### src/rtl/mem_access_unit.sv
// -----------------------------------------------------------------------------
// mem_access_unit
//
// Load/store initiator between the CPU request channel and a word-wide data
// memory that only supports whole-word writes. Byte, halfword and word
// accesses are accepted over a valid/ready handshake. Each request is checked
// for alignment and range. Loads are extracted from their lane and then
// sign- or zero-extended. Sub-word stores are built by read-modify-write.
//
// Every non-faulting access takes the same path, IDLE -> READ (-> WRITE)
// -> RESP, so a word store also performs one read cycle.
//
// state | meaning
// ------+---------------------------------------------------------------
// IDLE  | ready for a request; memory port quiet (addr/wdata/we = 0)
// READ  | word address on memory; old word captured at end of cycle
// WRITE | merged word driven with mem_we=1; commits at end of cycle
// RESP  | response held stable until resp_ready
//
// Ports:
//   clk, reset          clock, synchronous active-high reset
//   req_valid/ready     request handshake
//   req_write           1 = store, 0 = load
//   req_size            0 byte, 1 half, 2 word, 3 illegal
//   req_signed          load extension: 1 = sign, 0 = zero
//   req_addr            byte address
//   req_wdata           store data, right-aligned
//   resp_valid/ready    response handshake
//   resp_rdata          extended load data (0 for stores and faults)
//   resp_fault          request rejected; no memory write was performed
//   mem_we              memory write enable
//   mem_addr            word-aligned memory address
//   mem_wdata           memory write data
//   mem_rdata           combinational memory read data for mem_addr
// -----------------------------------------------------------------------------
module mem_access_unit #(
    parameter int ADDR_WIDTH = 12
) (
    input  logic        clk,
    input  logic        reset,
    input  logic        req_valid,
    output logic        req_ready,
    input  logic        req_write,
    input  logic [1:0]  req_size,
    input  logic        req_signed,
    input  logic [31:0] req_addr,
    input  logic [31:0] req_wdata,
    output logic        resp_valid,
    input  logic        resp_ready,
    output logic [31:0] resp_rdata,
    output logic        resp_fault,
    output logic        mem_we,
    output logic [31:0] mem_addr,
    output logic [31:0] mem_wdata,
    input  logic [31:0] mem_rdata
);

    typedef enum logic [1:0] {
        S_IDLE  = 2'd0,
        S_READ  = 2'd1,
        S_WRITE = 2'd2,
        S_RESP  = 2'd3
    } state_t;

    localparam logic [1:0] SZ_BYTE = 2'd0;
    localparam logic [1:0] SZ_HALF = 2'd1;
    localparam logic [1:0] SZ_WORD = 2'd2;

    state_t      state;

    logic        lat_write;
    logic [1:0]  lat_size;
    logic        lat_signed;
    logic [31:0] lat_addr;
    logic [31:0] lat_wdata;
    logic [31:0] old_word;

    logic        req_fault;
    logic [31:0] word_addr;
    logic [31:0] merged_word;

    // Fault detection on the live request. It is only used on the accept edge.
    always_comb begin
        req_fault = 1'b0;
        if (req_size == 2'd3)
            req_fault = 1'b1;
        if (req_size == SZ_HALF && req_addr[0])
            req_fault = 1'b1;
        if (req_size == SZ_WORD && req_addr[1:0] != 2'b00)
            req_fault = 1'b1;
        if ((req_addr >> ADDR_WIDTH) != 32'd0)
            req_fault = 1'b1;
    end

    // Pick the addressed lane out of a little-endian word and extend it.
    function automatic logic [31:0] extract_load(
        input logic [31:0] word,
        input logic [1:0]  size,
        input logic [1:0]  lane,
        input logic        sgn
    );
        logic [7:0]  b;
        logic [15:0] h;
        logic [31:0] r;
        b = 8'd0;
        h = 16'd0;
        r = word;
        case (lane)
            2'd0:    b = word[7:0];
            2'd1:    b = word[15:8];
            2'd2:    b = word[23:16];
            default: b = word[31:24];
        endcase
        h = lane[1] ? word[31:16] : word[15:0];
        case (size)
            SZ_BYTE: r = {{24{sgn & b[7]}}, b};
            SZ_HALF: r = {{16{sgn & h[15]}}, h};
            default: r = word;
        endcase
        return r;
    endfunction

    // Replace the addressed lane of the old word with the low byte or half
    // of the store data.
    function automatic logic [31:0] merge_store(
        input logic [31:0] old,
        input logic [31:0] wdata,
        input logic [1:0]  size,
        input logic [1:0]  lane
    );
        logic [31:0] r;
        r = old;
        case (size)
            SZ_BYTE: begin
                case (lane)
                    2'd0:    r[7:0]   = wdata[7:0];
                    2'd1:    r[15:8]  = wdata[7:0];
                    2'd2:    r[23:16] = wdata[7:0];
                    default: r[31:24] = wdata[7:0];
                endcase
            end
            SZ_HALF: begin
                if (lane[1])
                    r[31:16] = wdata[15:0];
                else
                    r[15:0]  = wdata[15:0];
            end
            default: r = wdata;
        endcase
        return r;
    endfunction

    always_comb begin
        word_addr   = {lat_addr[31:2], 2'b00};
        merged_word = merge_store(old_word, lat_wdata, lat_size, lat_addr[1:0]);
    end

    always_ff @(posedge clk) begin
        if (reset) begin
            state      <= S_IDLE;
            resp_valid <= 1'b0;
            resp_rdata <= 32'd0;
            resp_fault <= 1'b0;
            lat_write  <= 1'b0;
            lat_size   <= 2'd0;
            lat_signed <= 1'b0;
            lat_addr   <= 32'd0;
            lat_wdata  <= 32'd0;
            old_word   <= 32'd0;
        end else begin
            case (state)
                S_IDLE: begin
                    if (req_valid) begin
                        lat_write  <= req_write;
                        lat_size   <= req_size;
                        lat_signed <= req_signed;
                        lat_addr   <= req_addr;
                        lat_wdata  <= req_wdata;
                        if (req_fault) begin
                            resp_valid <= 1'b1;
                            resp_fault <= 1'b1;
                            resp_rdata <= 32'd0;
                            state      <= S_RESP;
                        end else begin
                            state      <= S_READ;
                        end
                    end
                end
                S_READ: begin
                    old_word <= mem_rdata;
                    if (lat_write) begin
                        state <= S_WRITE;
                    end else begin
                        resp_rdata <= extract_load(mem_rdata, lat_size,
                                                   lat_addr[1:0], lat_signed);
                        resp_fault <= 1'b0;
                        resp_valid <= 1'b1;
                        state      <= S_RESP;
                    end
                end
                S_WRITE: begin
                    resp_rdata <= 32'd0;
                    resp_fault <= 1'b0;
                    resp_valid <= 1'b1;
                    state      <= S_RESP;
                end
                S_RESP: begin
                    if (resp_ready) begin
                        resp_valid <= 1'b0;
                        state      <= S_IDLE;
                    end
                end
                default: state <= S_IDLE;
            endcase
        end
    end

    // The memory side is decoded from the registered state. A reset that
    // arrives during WRITE therefore still shows mem_we for that cycle.
    always_comb begin
        req_ready = (state == S_IDLE);
        mem_we    = (state == S_WRITE);
        mem_addr  = 32'd0;
        mem_wdata = 32'd0;
        if (state == S_READ || state == S_WRITE)
            mem_addr = word_addr;
        if (state == S_WRITE)
            mem_wdata = merged_word;
    end

endmodule

### config.mk
export PLATFORM = sky130hd
export DESIGN_NAME = mem_access_unit
export DESIGN_NICKNAME = d
export VERILOG_FILES = /design/src/rtl/mem_access_unit.sv
export SDC_FILE = /design/constraint.sdc
export NUM_CORES = 1
export LEC_CHECK = 0
export ABC_AREA = 1
export CAP_MARGIN = 40
export CELL_PAD_IN_SITES_DETAIL_PLACEMENT = 1
export CELL_PAD_IN_SITES_GLOBAL_PLACEMENT = 1
export CORE_UTILIZATION = 35
export CTS_BUF_LIST = sky130_fd_sc_hd__clkbuf_16
export DETAILED_ROUTE_END_ITERATION = 7
export PLACE_DENSITY = 0.95
export SLEW_MARGIN = 10
export SYNTH_ARGS = -nofsm -noshare
export SYNTH_HDL_FRONTEND = slang
export SYNTH_SLANG_ARGS = --single-unit
### constraint.sdc
create_clock -name clk -period 3.7 [get_ports clk]
set_input_delay 1.11 -clock clk [delete_from_list [all_inputs] [get_ports clk]]
set_output_delay 1.11 -clock clk [all_outputs]
set_load 0.05 [all_outputs]
# == Word-level counts from Yosys, hierarchy flattened ==
# Cells that the tools add are included.
# totals
regBits,136
out_inout_bits,100
wordCells,74
# op_classes
n_eq_ne,13
n_mux,35
bitwise_logic,2
n_reduce_logical,14
# ops
cell,count
$mux 32,5
$pmux 32 s2,2
$pmux 32 s3,1
$mux 8,7
$mux 16,3
$reduce_bool 32->1,1
$pmux 8 s3,1
$eq 2x2->1 const B,5
$mux 1,10
$eq 2x1->1 const B,4
$pmux 2 s4,1
$reduce_and 4->1,2
$logic_not 2->1,3
$mux 2,3
$ne 2x2->1 const B,3
$pmux 1 s4,1
$reduce_and 2->1,2
$pmux 1 s3,1
$reduce_bool 3->1,1
$reduce_or 3->1,1
$and 1x1->1,2
$logic_and 1x1->1,2
$ne 2x1->1 const B,1
$reduce_bool 2->1,1
$logic_or 1x1->1,1

# == Logic depth before layout (Yosys ltp) ==
# depth
word_depth,9
mapped_depth,13
ltp_nobuf,12

# == Least setup slack after synthesis ==
# OpenSTA, ideal clock, no wires.
# synth_path
path_type,reg2out
startpoint,register state[0]
endpoint,output mem_wdata[0]
arrival_time_ns,2.091
t_required_ns,2.590
slack_ns,0.499
path_stages_with_launch,6
path_buffers,1
path_cell_list,dfxtp_1 > inv_1 > ha_1 > clkbuf_1 > o21ai_0 > a21oi_1
# synth_between
elab_chain_len,2
# synth_lines
element,line_no,rtl
from (decl),69,state_t state;
from (signal assigned),160,state <= S_IDLE;
from (signal assigned),183,state <= S_RESP;
from (signal assigned),185,state <= S_READ;
$eq 2x2->1,-,
named net mem_we,52,"output logic mem_we,"
$mux 32,227,if (state == S_WRITE)
to (decl),54,"output logic [31:0] mem_wdata,"
# The timed path passes the listed nets, and every way through them passes these cells.

# == Final worst setup path ==
# layout_path
startpoint,register lat_size[1]
endpoint,output mem_wdata[16]
# layout_between
elab_chain_len,3
word_cells_on_any_way,4
classes_between,1 x eq/ne; 2 x mux; 1 x reduce/logical
# layout_lines
element,line_no,rtl
from (decl),72,logic [1:0] lat_size;
from (signal assigned),175,lat_size <= req_size;
$eq 2x1->1 / $logic_not 2->1 (equally long branches),133,case (size)
$pmux 32 s2 (*),133,
$mux 32 (*),227,
# Every way passes the cells marked *; elsewhere a longest branch is shown, timed or not.

==> impl_metrics.toml <==
[yosys]
ys_types = 37
synth-edff-count = 0
synth.top_cells.by_area = "dfxtp_1 (38%), nand2_1 (12%), nor2_1 (10%), o21ai_0 (10%), a21oi_1 (7.3%)"
post_synth_inst_count = 1122
async_reset_ff_share_pct = 0
synth_common_cells = "nand2_1 (219), nor2_1 (198), o21ai_0 (146)"
synth_seq_area_share_pct = 38.2
synth.top_cell.area_share_pct = 38.2
ys_warn_count = 0
post_synth_instance_area_sq_mm = 0.00714
synth_largest_area_cell = "dfxtp_1"
postSynthRegisterBits = 136
synth-main-ff-cell = "dfxtp_1"
synth.most_common_cell = "nand2_1"
synth.avg_cell_area_sq_um = 6.36

[setup_path]
worst-endpoint-required_ps = 2590
worst-setup-path-type = "reg2out"
cells_traversed_along_the_worst_timing_path = "nor2_2 > inv_2 > a21oi_1 > o21ai_0 > nand3_1 > nand2_1 > inv_1 > buf_4"
worstPathMaxFanout = 21
critPathLaunchType = "flop"
setup.worst_path.end_class = "output port"
cp_data_arrival_time_ps = 2400
crit_path_max_incr_delay_ps = 430
worst-path-buf-inv = 3
cp_top_family = "simple AND/OR/NAND/NOR gates"
slowest_stage = "dfxtp_1"

[timing]
rsz0062_at_grt = "false"
timing_worst_slew_pin_value_ps = 657
tns_setup_ps = 0
final.setup_skew_ps = 13.4
final.hold.worst_slack_ps = 463
fmax_mhz = 285
period_share_pct = 94.9
final_hold_viol_count = 0
timing.final.crit_period_ps = 3510
final.setup.worst_slack_ps = 187
max-slew-margin-rel_pct = 56.1
finalSetupViolations = 0
report.final.slew_viol_count = 0

[route]
avgViaCountPerCell = 5.10
drtAntennaViolNets = 0
routed_wire_length_per_instance_um = 18.0
routed_wirelength_um = 28200
drc_errors = 0
num_vias = 8014
detailedRoute.firstPassIterationCount = 7
first_iter_violations = 384

[placed_design]
routabilityCongestion = 0.922
place_worst_setup_slack_ps = 538
io_buffer_count = 201
dp.final_hpwl_um = 21100

[cells_and_area]
multi_input_area_sq_mm = 0.00353
antenna_cells_inserted = 0
ff_latch_area_sq_mm = 0.00272
area_growth_syn_to_layout_pct = 39.8
fill_cells = 2558
layout-drive-gt1-share_pct = 12.1
num-nets-final = 1400

[power]
p_int_uw = 4100
seqPwrFrac_pct = 27.9
pwr_density_cell_mw_per_mm2 = 789
switching_power_summed_over_all_nets_uw = 3770
power.ir.vdd_worst_v = 0.000358
combinationalPowerShare_pct = 50.4
p_sw_share_pct = 47.9
leakagePower_uw = 0.00453
power_frac_clock_pct = 21.7

[floorplanning]
fp.dieArea_sq_mm = 0.0210
core-area_sq_mm = 0.0197
floorplan.initialDensity_pct = 36.2
die_h_um = 145
io_pins = 204
fp-row-count = 51
chipWidth_um = 145

[clocking]
clkSinkCount = 136
tritoncts_clock_tree = "yes"
clk_pin_slew_worst_paths_ps = 60
clk-insertion-delay-late_ps = 440
ctsHoldBuffers = 0
post_cts.resized_instances = 0
cts_setup_buffers = 0
cts_made_buffers = 17
cts.path.max_buffers = 2
clock_tree.root_cell = "clkbuf_16"
ctsHtreeMaxLevel = 4

[grt]
grt_use_met2_pct = 47.8
globalRoute.totalOverflow = 0
most_used_routing_layer = "met2"
gr-usage-met1_pct = 32.2
antenna_found_initial = 0
grt_pass1_vias = 8208
track_usage_pct = 27.7
global_route_wire_length_before_repair_um = 43600
grt_use_met3_pct = 7.24
grt_start_max_net_pins = 57

[outcome]
status = "completed"

[hold_path]
hp-class = "reg2reg"

[job]
cap_violations = 0
through the flow:
step	cells	area (sq um)	power, uW	utilization (%)
after floorplan	1123	7140	4770	-
after global placement	1538	9390	6010	47.6
after detailed placement	1538	9390	6130	47.6
after CTS	1570	9970	7890	50.6
after global routing	1570	9980	8330	50.6
final	1570	9980	7880	50.6
worst min-delay path: stages, from the launching register on:
cell     delay, ps
dfxtp_1        310
nand2_1         60
a21oi_1         50
power groups by stage:
stage	registers, uW	logic, uW	clock network, uW
6_report	2200	3970	1710
5_1_grt	2230	4310	1790
4_1_cts	2180	3980	1730
3_5_place_dp	2210	3930	0
3_3_place_gp	2180	3830	0
2_1_floorplan	2230	2540	0
per-layer routing:
| layer | part of all wire [%] | wire length, um |
|---|---|---|
| met5 | 0 | 0 |
| met2 | 48 | 13700 |
| met4 | 2.7 | 750 |
| met3 | 7.4 | 2080 |
| met1 | 42 | 11700 |
sequential cells by signal (all words and copies together) (netlist names):
signal,count
lat_addr,32
lat_write,1
lat_signed,1
state,2
resp_fault,1
resp_rdata,32
lat_wdata,32
lat_size,2
resp_valid,1
old_word,32
cell families (layout without fill, tap and decap cells):
kind of cell    Yosys count  in the layout  synth area share, %
compound gates          284            284                 21.2
fa+ha+maj                 4              4                0.701
buf+inv                 223            405                 12.6
flops                   136            136                 38.2
other cells               1              2               0.0526
simple gates            474            474                 27.3
worst paths after layout:
| check | startpoint | endpoint | slack (ps) | cells past startpoint |
|---|---|---|---|---|
| min reg2reg | resp_valid$_SDFFE_PP0P_ | resp_valid$_SDFFE_PP0P_ | 460 | 2 |
| max | lat_size[1]$_SDFFE_PP0P_ | mem_wdata[16] | 190 | 8 |
| max reg2reg | state[0]$_SDFFE_PP0P_ | resp_rdata[4]$_SDFFE_PP0P_ | 1460 | 8 |
| min | resp_valid$_SDFFE_PP0P_ | resp_valid$_SDFFE_PP0P_ | 460 | 2 |
final cells by class:
type | instances | share of cell area (%)
Sequential cell | 136 | 27.3
Clock buffer | 17 | 4.26
Multi-Input combinational cell | 764 | 35.4
Timing Repair Buffer | 221 | 22.5
Inverter | 152 | 5.74
Clock inverter | 15 | 1.53
Tap cell | 265 | 3.32
layout by cell type, fill, tap and decap left out, types with 4 or more instances in the layout:
cell             instances
a21oi_1                104
a221oi_1                 6
a31oi_1                  4
buf_12                  19
buf_4                   63
clkbuf_16               17
clkdlybuf4s50_1        139
clkinvlp_4               6
dfxtp_1                136
inv_1                  135
inv_2                   17
inv_6                    4
nand2_1                218
nand2_2                 11
nand3_1                 25
nand4_1                  6
nor2_1                 197
o2111ai_1                9
o21ai_0                146
o21ai_1                  5
Note: power is estimated with default switching activity, not from simulation.
